<file path="config.mk">
export PLATFORM = sky130hd
export DESIGN_NAME = div_step_stage
export DESIGN_NICKNAME = d
export VERILOG_FILES = /design/src/rtl/div_step_stage.sv
export SDC_FILE = /design/constraint.sdc
export NUM_CORES = 1
export LEC_CHECK = 0
export CORE_AREA = 5 5 146 148
export CTS_CLUSTER_SIZE = 28
export DETAILED_ROUTE_END_ITERATION = 7
export DIE_AREA = 0 0 151 153
export GPL_ROUTABILITY_DRIVEN = 0
export PLACE_DENSITY = 0.87
export SLEW_MARGIN = 15
export SYNTH_ARGS = -nofsm -noshare
export SYNTH_HDL_FRONTEND = slang
export SYNTH_SLANG_ARGS = --single-unit
</file>
<file path="constraint.sdc">
create_clock -name aclk -period 3.3 [get_ports aclk]
set_input_delay 0.495 -clock aclk [delete_from_list [all_inputs] [get_ports aclk]]
set_output_delay 0.495 -clock aclk [all_outputs]
set_load 0.02 [all_outputs]
</file>
<file path="src/rtl/div_step_stage.sv">
// rtl/div_step_stage.sv - STEPS radix-2 restoring-divide iterations per stage, valid/ready handshake, flush on ld.
// Optional macro DIV_STEP_STAGE_SKID_EN adds a skid register so in_ready is a flop output.
module div_step_stage #(
    parameter int STEPS = 4,
    parameter int W     = 32
) (
    input  logic         aclk,
    input  logic         aresetn,
    input  logic         ld,
    input  logic         in_valid,
    output logic         in_ready,
    input  logic [W-1:0] rem_in,
    input  logic [W-1:0] quo_in,
    input  logic [W-1:0] den_in,
    input  logic         dz_in,
    output logic         out_valid,
    input  logic         out_ready,
    output logic [W-1:0] rem_out,
    output logic [W-1:0] quo_out,
    output logic [W-1:0] den_out,
    output logic         dz_out
);

    typedef struct packed {
        logic [W-1:0] rem;
        logic [W-1:0] quo;
        logic [W-1:0] den;
        logic         dz;
    } word_t;

    word_t      new_word;
    logic [W:0] r;
    logic [W-1:0] q;

    always_comb begin
        r = {1'b0, rem_in};
        q = quo_in;
        for (int i = 0; i < STEPS; i++) begin
            r = {r[W-1:0], q[W-1]};
            q = {q[W-2:0], 1'b0};
            if (r >= {1'b0, den_in}) begin
                r    = r - {1'b0, den_in};
                q[0] = 1'b1;
            end
        end
        new_word.rem = r[W-1:0];
        new_word.quo = q;
        new_word.den = den_in;
        new_word.dz  = dz_in | (den_in == '0);
    end

    logic  rdy_q, rdy_d;
    logic  out_valid_q, out_valid_d;
    word_t out_word_q, out_word_d;
    logic  accept, drain;

    assign drain  = out_valid_q && out_ready;
    assign accept = in_valid && in_ready && !ld;

`ifdef DIV_STEP_STAGE_SKID_EN
    logic  skid_valid_q, skid_valid_d;
    word_t skid_word_q, skid_word_d;

    assign in_ready = rdy_q;

    always_comb begin
        out_valid_d  = out_valid_q;
        out_word_d   = out_word_q;
        skid_valid_d = skid_valid_q;
        skid_word_d  = skid_word_q;
        if (ld) begin
            out_valid_d  = 1'b0;
            out_word_d   = '0;
            skid_valid_d = 1'b0;
            skid_word_d  = '0;
        end else if (!out_valid_q || drain) begin
            // Output slot frees up: the skid word is older than anything arriving now.
            if (skid_valid_q) begin
                out_valid_d  = 1'b1;
                out_word_d   = skid_word_q;
                skid_valid_d = accept;
                skid_word_d  = accept ? new_word : '0;
            end else begin
                out_valid_d = accept;
                out_word_d  = accept ? new_word : '0;
            end
        end else if (accept) begin
            skid_valid_d = 1'b1;
            skid_word_d  = new_word;
        end
        rdy_d = !skid_valid_d;
    end
`else
    assign in_ready = rdy_q && (out_ready || !out_valid_q);

    always_comb begin
        rdy_d       = 1'b1;
        out_valid_d = out_valid_q;
        out_word_d  = out_word_q;
        if (ld) begin
            out_valid_d = 1'b0;
            out_word_d  = '0;
        end else if (accept) begin
            out_valid_d = 1'b1;
            out_word_d  = new_word;
        end else if (drain) begin
            out_valid_d = 1'b0;
            out_word_d  = '0;
        end
    end
`endif

    always_ff @(posedge aclk or negedge aresetn) begin
        if (!aresetn) begin
            rdy_q        <= 1'b0;
            out_valid_q  <= 1'b0;
            out_word_q   <= '0;
`ifdef DIV_STEP_STAGE_SKID_EN
            skid_valid_q <= 1'b0;
            skid_word_q  <= '0;
`endif
        end else begin
            rdy_q        <= rdy_d;
            out_valid_q  <= out_valid_d;
            out_word_q   <= out_word_d;
`ifdef DIV_STEP_STAGE_SKID_EN
            skid_valid_q <= skid_valid_d;
            skid_word_q  <= skid_word_d;
`endif
        end
    end

    assign out_valid = out_valid_q;
    assign rem_out   = out_word_q.rem;
    assign quo_out   = out_word_q.quo;
    assign den_out   = out_word_q.den;
    assign dz_out    = out_word_q.dz;

endmodule

</file>
==> impl_metrics.json, run 1 <==
{
  "htreeDepth": 3,
  "ys_seq_elements": 99,
  "io_buffers": 200,
  "synth_area_mm2": 0.01155,
  "clock_path_buffers": 2,
  "synth_xor_area_share_pct": 7.661,
  "synth-compound-area-share_pct": 27.53,
  "ys_async_sr_fraction_pct": 100.0,
  "post_cts_buffers": 72,
  "mappedNetlistNets": 1653,
  "firstError": "[ERROR DPL-0033] detailed placement checks failed during check placement.",
  "ys_top_cells_by_count": "nand2_1, ha_1, o21ai_0",
  "synthDistinctLibCells": 81,
  "synthCells": 1419,
  "synth-edff-count": 0,
  "synth-simple-area-share_pct": 17.58,
  "cts_sinks": 99,
  "postSynthAreaPerCell_um2": 8.138,
  "synthFlopType": "dfrtp_1",
  "die_h_um": 153,
  "cts_resized": 304,
  "synth_mux_area_share_pct": 7.249,
  "root_buffer": "clkbuf_16",
  "synthAdderAreaFrac_pct": 14.56,
  "fp-row-count": 52,
  "place_area_mm2": 0.01790,
  "synthTopCellsByArea": "dfrtp_1, ha_1, xnor2_1",
  "yosysSeqAreaShare_pct": 21.45,
  "placed_cells": 2330,
  "io_pins": 201,
  "synth_top_cell_by_area": "dfrtp_1",
  "synthMostInstantiatedCell": "nand2_1",
  "synth_top_family_by_area": "compound AO/OA/AOI/OAI gates",
  "synth_top_area_share_pct": 21.45,
  "yosysWarningCount": 0,
  "cts_hold_buf": 0,
  "die_x_um": 151,
  "haltStage": "4_1_cts",
  "status": "aborted with a tool error",
  "initial_core_util_pct": 58.00,
  "dpl.hpwl_mm": 47.91,
  "cts_buffers": 9
}
cell families after synthesis:
family          count (synthesis)
xor+xnor                      101
mux                            77
buf+inv                       111
flops                          99
compound gates                479
other cells                     1
fa+ha+maj                     132
simple gates                  419
through the flow:
stage               setup TNS, ns  hold slack (ns)  setup slack, ns
floorplan                 -227.06           0.1994           -6.924
detailed placement        -293.25           0.4807           -8.758
global placement          -255.68           0.4592           -7.605
==> run 2, diff against run 1 <==
CORE_AREA = 5 5 176 178   (was 5 5 146 148)
CTS_CLUSTER_SIZE = default   (was 28)
DIE_AREA = 0 0 181 183   (was 0 0 151 153)
PLACE_DENSITY = default   (was 0.87)
PLACE_DENSITY_LB_ADDON = 0.15   (was default)
==> run 2 against run 1 <==
Compared with the run above:
- the flow now finishes, with violations (negative setup slack)
- synthesized area unchanged
- synthesized cell count unchanged
==> impl_metrics.json, run 2 <==
{
  "critPathMaxStageDelay_ns": 0.42,
  "yosysWarningCount": 0,
  "fin_skew_ns": 0.01033,
  "io_pins": 201,
  "routed_wl_mm": 49.23,
  "htreeDepth": 3,
  "path_class": "in2reg",
  "p_total_mw": 21.35,
  "cts_buffers": 9,
  "ys_seq_elements": 99,
  "path_buf_inv": 13,
  "synth-edff-count": 0,
  "layout_min_cycle_time_ns": 10.06,
  "start_kind": "input port",
  "io_buffers": 200,
  "area_growth_pct": 78.23,
  "synth-compound-area-share_pct": 27.53,
  "nets": 2414,
  "hold_viol": 0,
  "finalSetupTns_ns": -227.49,
  "grt_antenna_before_repair": 0,
  "fp-row-count": 63,
  "grt_max_degree": 70,
  "synth_top_family_by_area": "compound AO/OA/AOI/OAI gates",
  "final_common_cell": "buf_4",
  "powerDensity_mw_per_mm2": 1038,
  "placed_cells": 2471,
  "synth_mux_area_share_pct": 7.249,
  "slowest_stage": "or3b_4",
  "cts_tree": "yes",
  "max-cap-violations": 0,
  "postSynthAreaPerCell_um2": 8.138,
  "maxSlewHeadroom_pct": 50.16,
  "path_delay_family": "compound AO/OA/AOI/OAI gates",
  "fin_crit_sh_pct": 305.0,
  "seq_area_mm2": 0.002477,
  "rsz0062_at_grt": "yes",
  "critPathMostFrequentCell": "buf_12",
  "crit_required_ns": 3.53,
  "p_leak_nw": 9.485,
  "finalWorstSetupSlack_ns": -6.765,
  "grt_overflow": 0,
  "antenna_left": 0,
  "routed_via_density": 5.528,
  "arrival_ns": 10.30,
  "fp.coreArea_mm2": 0.02924,
  "synth_top_cell_by_area": "dfrtp_1",
  "grt_pass1_wl_mm": 75.67,
  "yosysSeqAreaShare_pct": 21.45,
  "grt_usage_pct": 28.05,
  "violations": "negative setup slack",
  "vias": 14240,
  "cp-end-kind": "register",
  "synthDistinctLibCells": 81,
  "synth_area_mm2": 0.01155,
  "drc": 0,
  "vdd_ir_drop_max_v": 0.0008127,
  "fill_cells": 2239,
  "drtIter0Drc": 948,
  "ys_top_cells_by_count": "nand2_1, ha_1, o21ai_0",
  "root_buffer": "clkbuf_16",
  "diodes": 0,
  "mostFrequentLayoutCells": "buf_4, clkdlybuf4s50_1, nand2_1, dfrtp_1, nor2_1",
  "cts_sinks": 99,
  "synthTopCellsByArea": "dfrtp_1, ha_1, xnor2_1",
  "wl_per_cell_um": 19.12,
  "synthCells": 1419,
  "multi_input_area_mm2": 0.01035,
  "synth-simple-area-share_pct": 17.58,
  "synthMostInstantiatedCell": "nand2_1",
  "die_h_um": 183,
  "mappedNetlistNets": 1653,
  "ys_async_sr_fraction_pct": 100.0,
  "die_x_um": 181,
  "synth_top_area_share_pct": 21.45,
  "worst_pin_slew_ns": 0.7450,
  "grt_pass1_vias": 14490,
  "first_pass_iters": 6,
  "crit_fanout": 8,
  "fmax_mhz": 99.36,
  "initial_core_util_pct": 39.49,
  "status": "finished, violations left",
  "synth_xor_area_share_pct": 7.661,
  "synthFlopType": "dfrtp_1",
  "drv_slew": 0,
  "clk_latency_ns": 0.35,
  "final_cells": 2575,
  "cts_hold_buf": 0,
  "dpl.hpwl_mm": 38.30,
  "synthAdderAreaFrac_pct": 14.56,
  "drive_gt1_share_pct": 43.34,
  "final-setup-viol-count": 35,
  "hold_class": "in2async",
  "clk_transition_reported_paths_ns": 0.07,
  "clock_path_buffers": 2,
  "die_area_mm2": 0.03312
}
## run 2: cell counts after synthesis
Identical to the previous run, type by type.
## run 2: worst register-to-register path: stages, from the launching register on
cell	delay, ns
dfrtp_1	0.41
nand2b_1	0.19
and2_1	0.20
and3b_1	0.57
buf_4	0.43
a22o_1	0.20
## run 2: worst paths after layout
kind                                   startpoint                 endpoint  slack, ns  depth (start not counted)
max                                    den_in[19]  rem_out[21]$_DFFE_PN0P_      -6.76                         56
min                                       aresetn  quo_out[29]$_DFFE_PN0P_       0.07                          1
max reg2reg                 out_valid$_DFFE_PN0P_  quo_out[10]$_DFFE_PN0P_       1.26                          5
min reg2reg                den_out[5]$_DFFE_PN0P_   den_out[5]$_DFFE_PN0P_       0.48                          2
max in group asynchronous                 aresetn  den_out[26]$_DFFE_PN0P_       2.52                          2
min in group aclk          den_out[5]$_DFFE_PN0P_   den_out[5]$_DFFE_PN0P_       0.48                          2
## run 2: metal layers
layer | wire length, µm | vias up | global-route usage (%)
met2 | 24060 | 436 | 49.69
li1 | - | 6809 | -
met4 | 2774 | 0 | 12.82
met5 | 0 | - | 0
met1 | 20440 | 6870 | 34.33
met3 | 1953 | 120 | 3.253
## run 2: cells by family after synthesis
logic type,after synthesis
simple gates,419
mux,77
fa+ha+maj,132
flops,99
xor+xnor,101
compound gates,479
buf+inv,111
other cells,1
## run 2: layout make-up
class	count	share of cell area, %
clock buffer	10	1.161
clock inverter	6	0.4620
inverter	60	1.307
multi-input combinational	1211	50.27
sequential	99	12.04
tap	390	2.371
timing repair buffer	799	32.39
## run 2: repair_timing
item,in CTS,in global routing
gates resized for setup,332,107
gates cloned,6,0
pin swaps,93,54
buffers inserted,63,24
endpoints found under the setup margin,35,35
## run 2: through the flow
| stage | utilization [%] | instance area, µm² | worst slack [ns] | hold WS (ns) |
|---|---|---|---|---|
| floorplan | - | 12180 | -6.924 | 0.1994 |
| global placement | 62.35 | 18240 | -7.721 | 0.4462 |
| detailed placement | 62.35 | 18240 | -8.028 | 0.4524 |
| CTS | 68.42 | 20010 | -6.663 | 0.07571 |
| global route | 70.38 | 20580 | -7.134 | 0.08855 |
| finish | 70.38 | 20580 | -6.765 | 0.06717 |
## run 2: where the power goes
| part | total (mW) | switching (mW) | internal [mW] |
|---|---|---|---|
| sequential | 1.51 | 0.103 | 1.41 |
| clock | 1.20 | 0.504 | 0.694 |
| combinational | 18.6 | 8.56 | 10.1 |
| total | 21.4 | 9.17 | 12.2 |
Power figures use the tool's default switching activity.
==> run 3, diff against run 2 <==
CORE_AREA = 5 5 146 148   (was 5 5 176 178)
DIE_AREA = 0 0 151 153   (was 0 0 181 183)
==> run 3 against run 2 <==
Compared with the run above:
- the flow now stops in 5_1_grt
- synthesized cell count is the same
- synthesized area is the same
==> impl_metrics.json, run 3 <==
{
  "firstError": "[ERROR GRT-0116] Global routing finished with congestion. Check the congestion regions in the DRC Viewer.",
  "grt_overflow": 644,
  "htreeDepth": 3,
  "postSynthAreaPerCell_um2": 8.138,
  "grt_max_degree": 55,
  "ys_top_cells_by_count": "nand2_1, ha_1, o21ai_0",
  "cts_hold_buf": 0,
  "grt_usage_pct": 85.74,
  "synthFlopType": "dfrtp_1",
  "synthDistinctLibCells": 81,
  "synth_top_cell_by_area": "dfrtp_1",
  "die_x_um": 151,
  "cts_sinks": 99,
  "root_buffer": "clkbuf_16",
  "dpl.hpwl_mm": 44.02,
  "ys_seq_elements": 99,
  "die_h_um": 153,
  "fp-row-count": 52,
  "synthMostInstantiatedCell": "nand2_1",
  "cts_buffers": 9,
  "grt_pass1_wl_mm": 153.1,
  "yosysSeqAreaShare_pct": 21.45,
  "synthCells": 1419,
  "synth_top_area_share_pct": 21.45,
  "yosysWarningCount": 0,
  "io_buffers": 200,
  "mappedNetlistNets": 1653,
  "grt_pass1_vias": 22590,
  "synth_area_mm2": 0.01155,
  "ys_async_sr_fraction_pct": 100.0,
  "synth-edff-count": 0,
  "io_pins": 201,
  "haltStage": "5_1_grt",
  "clock_path_buffers": 2,
  "synthTopCellsByArea": "dfrtp_1, ha_1, xnor2_1",
  "status": "aborted with a tool error",
  "initial_core_util_pct": 58.00
}
[run 3: repair_timing]
action | 4_1_cts
setup endpoints to repair | 35
pin swaps | 74
gates resized for setup | 307
cloned | 1
buffers inserted | 54
[run 3: cell families after synthesis]
| family | count (synthesis) | share of synthesized area, % |
|---|---|---|
| muxes | 77 | 7.249 |
| AOI/OAI and AO/OA | 479 | 27.53 |
| other | 1 | 0.03248 |
| buffers and inverters | 111 | 3.933 |
| xor gates and xnor gates | 101 | 7.661 |
| and+or+nand+nor | 419 | 17.58 |
| adders and majority gates | 132 | 14.56 |
| DFF | 99 | 21.45 |
[run 3: through the flow]
stage / TNS, ns / hold WS [ns] / cell area (µm²) / setup slack (ns) / std cells
after floorplan: -227.06 / 0.1994 / 12180 / -6.924 / 1419
after global placement: -253.87 / 0.4599 / 17830 / -7.644 / 2320
after detailed placement: -283.45 / 0.4693 / 17830 / -8.473 / 2320
after CTS: -239.25 / 0.1745 / 19390 / -7.142 / 2391
[run 3: layer usage]
metal,global-route usage [%],GRT overflow
met4,90.33,207
met2,101.8,411
met5,39.13,3
met1,81.00,7
met3,74.15,16
